**src/rtl/multi_ch_clk_divider_if.sv**
```systemverilog
// multi_ch_clk_divider_if: shared configuration write bus for the divider channels
//   cfg_we : one-cycle write strobe
//   cfg_ch : target channel index (indices >= N_CH are ignored by the divider)
//   cfg_t  : terminal count T, period = T+1 clk cycles
//   cfg_h  : high time H in clk cycles
interface multi_ch_clk_divider_if #(
    parameter int CNT_W = 26
);
    logic             cfg_we;
    logic [2:0]       cfg_ch;
    logic [CNT_W-1:0] cfg_t;
    logic [CNT_W-1:0] cfg_h;
    modport master (output cfg_we, cfg_ch, cfg_t, cfg_h);
    modport slave  (input  cfg_we, cfg_ch, cfg_t, cfg_h);
endinterface

```
**src/rtl/multi_ch_clk_divider.sv**
```systemverilog
// multi_ch_clk_divider: N_CH independent programmable clock dividers with double-buffered config
//   clk         : system clock
//   rst_n       : asynchronous active-low reset
//   ch_en       : per-channel enable
//   cfg         : config write bus (slave side)
//   sync_in     : phase-align request, honoured only when PHASE_SYNC_EN is defined
//   clk_out     : registered divided clocks
//   tick        : one-cycle pulse in the first cycle of each period
//   cfg_pending : shadow written but not yet applied
// Optional feature macro: PHASE_SYNC_EN
module multi_ch_clk_divider #(
    parameter int          N_CH  = 4,
    parameter int          CNT_W = 26,
    parameter int unsigned DEF_T = 59999999,
    parameter int unsigned DEF_H = 30000000
) (
    input  logic                         clk,
    input  logic                         rst_n,
    input  logic [N_CH-1:0]              ch_en,
    multi_ch_clk_divider_if.slave        cfg,
    input  logic                         sync_in,
    output logic [N_CH-1:0]              clk_out,
    output logic [N_CH-1:0]              tick,
    output logic [N_CH-1:0]              cfg_pending
);
    logic [CNT_W-1:0] cnt_q [N_CH];
    logic [CNT_W-1:0] cnt_d [N_CH];
    logic [CNT_W-1:0] sh_t_q [N_CH];
    logic [CNT_W-1:0] sh_t_d [N_CH];
    logic [CNT_W-1:0] sh_h_q [N_CH];
    logic [CNT_W-1:0] sh_h_d [N_CH];
    logic [CNT_W-1:0] act_t_q [N_CH];
    logic [CNT_W-1:0] act_t_d [N_CH];
    logic [CNT_W-1:0] act_h_q [N_CH];
    logic [CNT_W-1:0] act_h_d [N_CH];
    logic [N_CH-1:0]  run_q, run_d;
    logic [N_CH-1:0]  pend_q, pend_d;
    logic [N_CH-1:0]  clk_out_q, clk_out_d;
    logic [N_CH-1:0]  tick_q, tick_d;
    logic [N_CH-1:0]  wr, apply, sync_go;

`ifdef PHASE_SYNC_EN
    assign sync_go = ch_en & {N_CH{sync_in}};
`else
    logic unused_sync_in;
    assign unused_sync_in = sync_in;
    assign sync_go        = '0;
`endif

    // run_q remembers that the channel was enabled on the previous edge, so the
    // first enabled cycle always starts a fresh period at cnt=0.
    // A boundary (disabled, first enabled cycle, terminal count, sync) reloads
    // active from the old shadow; a same-cycle write lands in shadow afterwards
    // and keeps cfg_pending set. ">=" makes an out-of-range count wrap to 0.
    always_comb begin
        for (int i = 0; i < N_CH; i++) begin
            wr[i]        = cfg.cfg_we && (cfg.cfg_ch == 3'(i));
            apply[i]     = !ch_en[i] || !run_q[i] || (cnt_q[i] >= act_t_q[i]) || sync_go[i];
            cnt_d[i]     = apply[i] ? '0 : cnt_q[i] + CNT_W'(1);
            act_t_d[i]   = apply[i] ? sh_t_q[i] : act_t_q[i];
            act_h_d[i]   = apply[i] ? sh_h_q[i] : act_h_q[i];
            sh_t_d[i]    = wr[i] ? cfg.cfg_t : sh_t_q[i];
            sh_h_d[i]    = wr[i] ? cfg.cfg_h : sh_h_q[i];
            pend_d[i]    = wr[i] || (!apply[i] && pend_q[i]);
            run_d[i]     = ch_en[i];
            clk_out_d[i] = ch_en[i] && (cnt_d[i] < act_h_d[i]);
            tick_d[i]    = ch_en[i] && (cnt_d[i] == '0);
        end
    end

    always_ff @(posedge clk or negedge rst_n) begin
        if (!rst_n) begin
            for (int i = 0; i < N_CH; i++) begin
                cnt_q[i]   <= '0;
                sh_t_q[i]  <= CNT_W'(DEF_T);
                sh_h_q[i]  <= CNT_W'(DEF_H);
                act_t_q[i] <= CNT_W'(DEF_T);
                act_h_q[i] <= CNT_W'(DEF_H);
            end
            run_q     <= '0;
            pend_q    <= '0;
            clk_out_q <= '0;
            tick_q    <= '0;
        end else begin
            for (int i = 0; i < N_CH; i++) begin
                cnt_q[i]   <= cnt_d[i];
                sh_t_q[i]  <= sh_t_d[i];
                sh_h_q[i]  <= sh_h_d[i];
                act_t_q[i] <= act_t_d[i];
                act_h_q[i] <= act_h_d[i];
            end
            run_q     <= run_d;
            pend_q    <= pend_d;
            clk_out_q <= clk_out_d;
            tick_q    <= tick_d;
        end
    end

    assign clk_out     = clk_out_q;
    assign tick        = tick_q;
    assign cfg_pending = pend_q;
endmodule

```
**src/flat_wrapper.sv**
```systemverilog
// flat-port wrapper written by rule: the top's interface ports become plain ports
module multi_ch_clk_divider_flat 
#(
    parameter int          N_CH  = 4,
    parameter int          CNT_W = 26,
    parameter int unsigned DEF_T = 59999999,
    parameter int unsigned DEF_H = 30000000
)
  (clk, rst_n, ch_en, sync_in, clk_out, tick, cfg_pending, cfg_cfg_we, cfg_cfg_ch, cfg_cfg_t, cfg_cfg_h);
  multi_ch_clk_divider_if #(.CNT_W(CNT_W)) cfg_i ();
  input  logic clk;
  input  logic rst_n;
  input  logic [N_CH-1:0] ch_en;
  input  logic sync_in;
  output logic [N_CH-1:0] clk_out;
  output logic [N_CH-1:0] tick;
  output logic [N_CH-1:0] cfg_pending;
  input wire logic [$bits(cfg_i.cfg_we)-1:0] cfg_cfg_we;
  input wire logic [$bits(cfg_i.cfg_ch)-1:0] cfg_cfg_ch;
  input wire logic [$bits(cfg_i.cfg_t)-1:0] cfg_cfg_t;
  input wire logic [$bits(cfg_i.cfg_h)-1:0] cfg_cfg_h;
  assign cfg_i.cfg_we = cfg_cfg_we;
  assign cfg_i.cfg_ch = cfg_cfg_ch;
  assign cfg_i.cfg_t = cfg_cfg_t;
  assign cfg_i.cfg_h = cfg_cfg_h;
  multi_ch_clk_divider #(.N_CH(N_CH), .CNT_W(CNT_W), .DEF_T(DEF_T), .DEF_H(DEF_H)) u_core (.clk(clk), .rst_n(rst_n), .ch_en(ch_en), .cfg(cfg_i), .sync_in(sync_in), .clk_out(clk_out), .tick(tick), .cfg_pending(cfg_pending));
endmodule
```
**config.mk**
```make
export PLATFORM = sky130hd
export DESIGN_NAME = multi_ch_clk_divider_flat
export DESIGN_NICKNAME = d
export VERILOG_FILES = /design/src/rtl/multi_ch_clk_divider_if.sv /design/src/rtl/multi_ch_clk_divider.sv /design/src/flat_wrapper.sv
export SDC_FILE = /design/constraint.sdc
export NUM_CORES = 1
export LEC_CHECK = 0
export ABC_AREA = 1
export CAP_MARGIN = 20
export CORE_MARGIN = 2
export CORE_UTILIZATION = 32
export DETAILED_ROUTE_END_ITERATION = 10
export GPL_TIMING_DRIVEN = 0
export PLACE_DENSITY = 0.53
export SETUP_SLACK_MARGIN = 0.1
export SLEW_MARGIN = 10
export SYNTH_ARGS = -nofsm -noshare
export SYNTH_HDL_FRONTEND = slang
export SYNTH_SLANG_ARGS = --single-unit
```
**constraint.sdc**
```tcl
create_clock -name clk -period 4 [get_ports clk]
set_input_delay 0.8 -clock clk [delete_from_list [all_inputs] [get_ports clk]]
set_output_delay 0.8 -clock clk [all_outputs]
set_load 0.05 [all_outputs]
```
==> results.sh <==
export IMPL_status="finished, final reports clean"
export IMPL_yosys_area_top_type="dfrtp_1"
export IMPL_clk_latency_ns=0.63
export IMPL_timing_hold_ws_ns=0.135
export IMPL_hold_viol=0
export IMPL_grt_start_max_net_pins=104
export IMPL_vias_per_cell=4.70
export IMPL_synth_top_family_by_area="simple AND/OR/NAND/NOR gates"
export IMPL_antenna_left=0
export IMPL_cp_required_ns=4.54
export IMPL_grt_overflow=0
export IMPL_crit_arrival_ns=4.14
export IMPL_drv_cap=0
export IMPL_dpl_hpwl_um=61000
export IMPL_rsz0062_at_grt="true"
export IMPL_synth_compound_area_share_pct=10.7
export IMPL_vias=21300
export IMPL_grt_usage_pct=18.7
export IMPL_fmax_mhz=278
export IMPL_core_rowCount=107
export IMPL_vdd_drop_max_uv=508
export IMPL_drt_pass1_iterations=5
export IMPL_worst_slew_pin_slew_ns=0.798
export IMPL_avgSynthCellArea_um2=8.65
export IMPL_final_setup_viol_count=0
export IMPL_gp_congestion=0.900
export IMPL_io_pins=75
export IMPL_post_route_min_period_ns=3.59
export IMPL_route_detailed_drc=0
export IMPL_synth_flop_cell="dfrtp_1"
export IMPL_yosys_warnings=0
export IMPL_h_tree_depth=2
export IMPL_yosysSeqAreaShare_pct=49.3
export IMPL_start_util_pct=32.4
export IMPL_synth_area_leaders="dfrtp_1, dfstp_2, nand2_1"
export IMPL_die_area_um2=89000
export IMPL_syn_nets=3475
export IMPL_slew_headroom_pct=46.7
export IMPL_grt_pass1_wl_um=128000
export IMPL_hold_class="in -> async"
export IMPL_synth_edf_count=0
export IMPL_drive_above_1_share_pct=15.5
export IMPL_antenna_found_initial=17
export IMPL_mostFrequentLayoutCell="nand2_1"
export IMPL_critical_path_class="reg -> reg"
export IMPL_hold_buffers=0
export IMPL_start_kind="flip-flop"
export IMPL_root_buffer="clkbuf_16"
export IMPL_setup_tns_ns=0
export IMPL_muxShareOfSynthArea_pct=0
export IMPL_clkTransAtPathRegs_ns=0.06
export IMPL_die_h_um=298
export IMPL_cts_sinks=536
export IMPL_fin_crit_sh_pct=89.9
export IMPL_synth_cell_type_count=54
export IMPL_synthAdderAreaFrac_pct=9.39
export IMPL_cts_buffers=58
export IMPL_synthArstFlopShare_pct=100
export IMPL_power_density_nw_per_um2=468
export IMPL_path_max_fanout=10
export IMPL_nets=3612
export IMPL_finalPower_mw=15.1
export IMPL_area_delta_synth_final_pct=16.1
export IMPL_power_leakage_nw=15.6
export IMPL_synth_top_area_share_pct=28.9
export IMPL_slew_violations=0
export IMPL_fp_coreArea_um2=85500
export IMPL_crit_path_end_kind="flip-flop"
export IMPL_cts_buffer_depth=3
export IMPL_synth_seq_cells=536
export IMPL_synth_simple_area_share_pct=20.6
export IMPL_dieWidth_um=298
export IMPL_syn_inst=3204
export IMPL_drt_iter0_markers=1579
export IMPL_cts_tree="yes"
export IMPL_mostFrequentLayoutCells="nand2_1, inv_1, o21ai_0"
export IMPL_syn_area_um2=27700
export IMPL_grt_pass1_vias=21000
export IMPL_clock_skew_ns=0.0142
export IMPL_drt_wl_total_um=83100
export IMPL_wl_per_cell_um=18.3
export IMPL_n_fill_cell=8813
export IMPL_synth_xor_area_share_pct=1.74
export IMPL_port_buffers=73
==> cell type report <==
type | instances | area (um^2) | share of cell area, %
sequential | 536 | 13700 | 42.5
multi-input combinational | 2100 | 11800 | 36.6
inverter | 472 | 1780 | 5.52
clock buffer | 77 | 1670 | 5.20
tap | 1144 | 1430 | 4.45
timing repair buffer | 78 | 873 | 2.71
buffer | 95 | 512 | 1.59
clock inverter | 31 | 439 | 1.36
antenna | 6 | 15.0 | 0.0467
==> synth_stat cells (15+ instances only) <==
master    instances
a21oi_1          77
buf_2            23
clkbuf_1         52
dfrtp_1         320
dfstp_2         216
ha_1            208
inv_1           433
inv_2            36
nand2_1         725
nand3_1          91
nand4_1          41
nor2_1          213
nor2_2           21
nor3_1           33
o21ai_0         323
o21ai_1          73
o21ai_2          35
or2_0            45
or2_1            37
or2_2            22
xnor2_1          15
xor2_1           40
==> worst max-delay path, stage by stage (launching register included) <==
cell       delay (ns)
dfstp_2          0.51
inv_1            0.05
ha_1             0.29
nand2_1          0.08
nor2_1           0.15
nand2_1          0.08
nor2_1           0.10
nor2_1           0.05
nand2_1          0.07
nand2_2          0.08
nand2_4          0.14
inv_2            0.10
buf_6            0.17
or2_1            0.27
o21ai_1          0.13
ha_1             0.27
a21oi_1          0.16
nand3b_1         0.12
a21oi_1          0.07
a2111oi_1        0.27
nand2_1          0.15
a21oi_2          0.17
==> final timing paths <==
kind / from / endpoint / slack (ns) / cells past startpoint
max: u_core.act_t_q[17]$_DFFE_PN1N_ / u_core.clk_out[3]$_DFF_PN0_ / 0.41 / 21
min: rst_n / u_core.act_t_q[86]$_DFFE_PN0N_ / 0.13 / 1
max reg2reg: u_core.act_t_q[17]$_DFFE_PN1N_ / u_core.clk_out[3]$_DFF_PN0_ / 0.41 / 21
min reg2reg: u_core.sh_t_q[26]$_DFFE_PN1P_ / u_core.act_t_q[26]$_DFFE_PN1N_ / 0.46 / 2
max in group asynchronous: rst_n / u_core.sh_h_q[40]$_DFFE_PN1P_ / 2.14 / 4
min in group clk: u_core.sh_t_q[26]$_DFFE_PN1P_ / u_core.act_t_q[26]$_DFFE_PN1N_ / 0.46 / 2
==> through the flow <==
stage          utilization (%)  instance area, um^2  worst slack, ns  std cells
2_1_floorplan                -                27700            0.944       3204
3_3_place_gp              34.9                29900           -22.70       4421
3_5_place_dp              35.1                30000           -0.513       4426
4_1_cts                   37.6                32100            0.103       4534
5_1_grt                   37.6                32200           0.0789       4535
6_report                  37.6                32200            0.405       4539
==> logic make-up (layout without fill, tap and decap cells) <==
group / count (synthesis) / in the layout
AOI/OAI and AO/OA: 545 / 545
and+or+nand+nor: 1292 / 1292
buffers and inverters: 568 / 753
adders and majority gates: 208 / 208
xor gates and xnor gates: 55 / 55
DFF: 536 / 536
other: 0 / 6
==> repair_timing <==
item	CTS	global route
gates resized for setup	0	13
buffers inserted	0	0
setup endpoints to repair	0	3
==> sequential cells by signal (all words and copies together) (netlist names) <==
name,count
u_core.act_h_q,104
u_core.act_t_q,104
u_core.cfg_pending,4
u_core.clk_out,4
u_core.cnt_q,104
u_core.run_q,4
u_core.sh_h_q,104
u_core.sh_t_q,104
u_core.tick,4
==> report_power, final <==
group	switching (mW)	leakage (nW)	internal [mW]
logic	1.44	8.18	0.809
registers	0.352	6.40	6.52
clock network	2.35	1.03	3.58
==> metal layers <==
layer / GRT usage [%] / share of wire (%)
met4: 5.80 / 2.9
met3: 3.08 / 6.5
met5: 0 / 0
met2: 27.6 / 42
met1: 28.0 / 49
No activity file was read; power rests on OpenSTA's default activity.
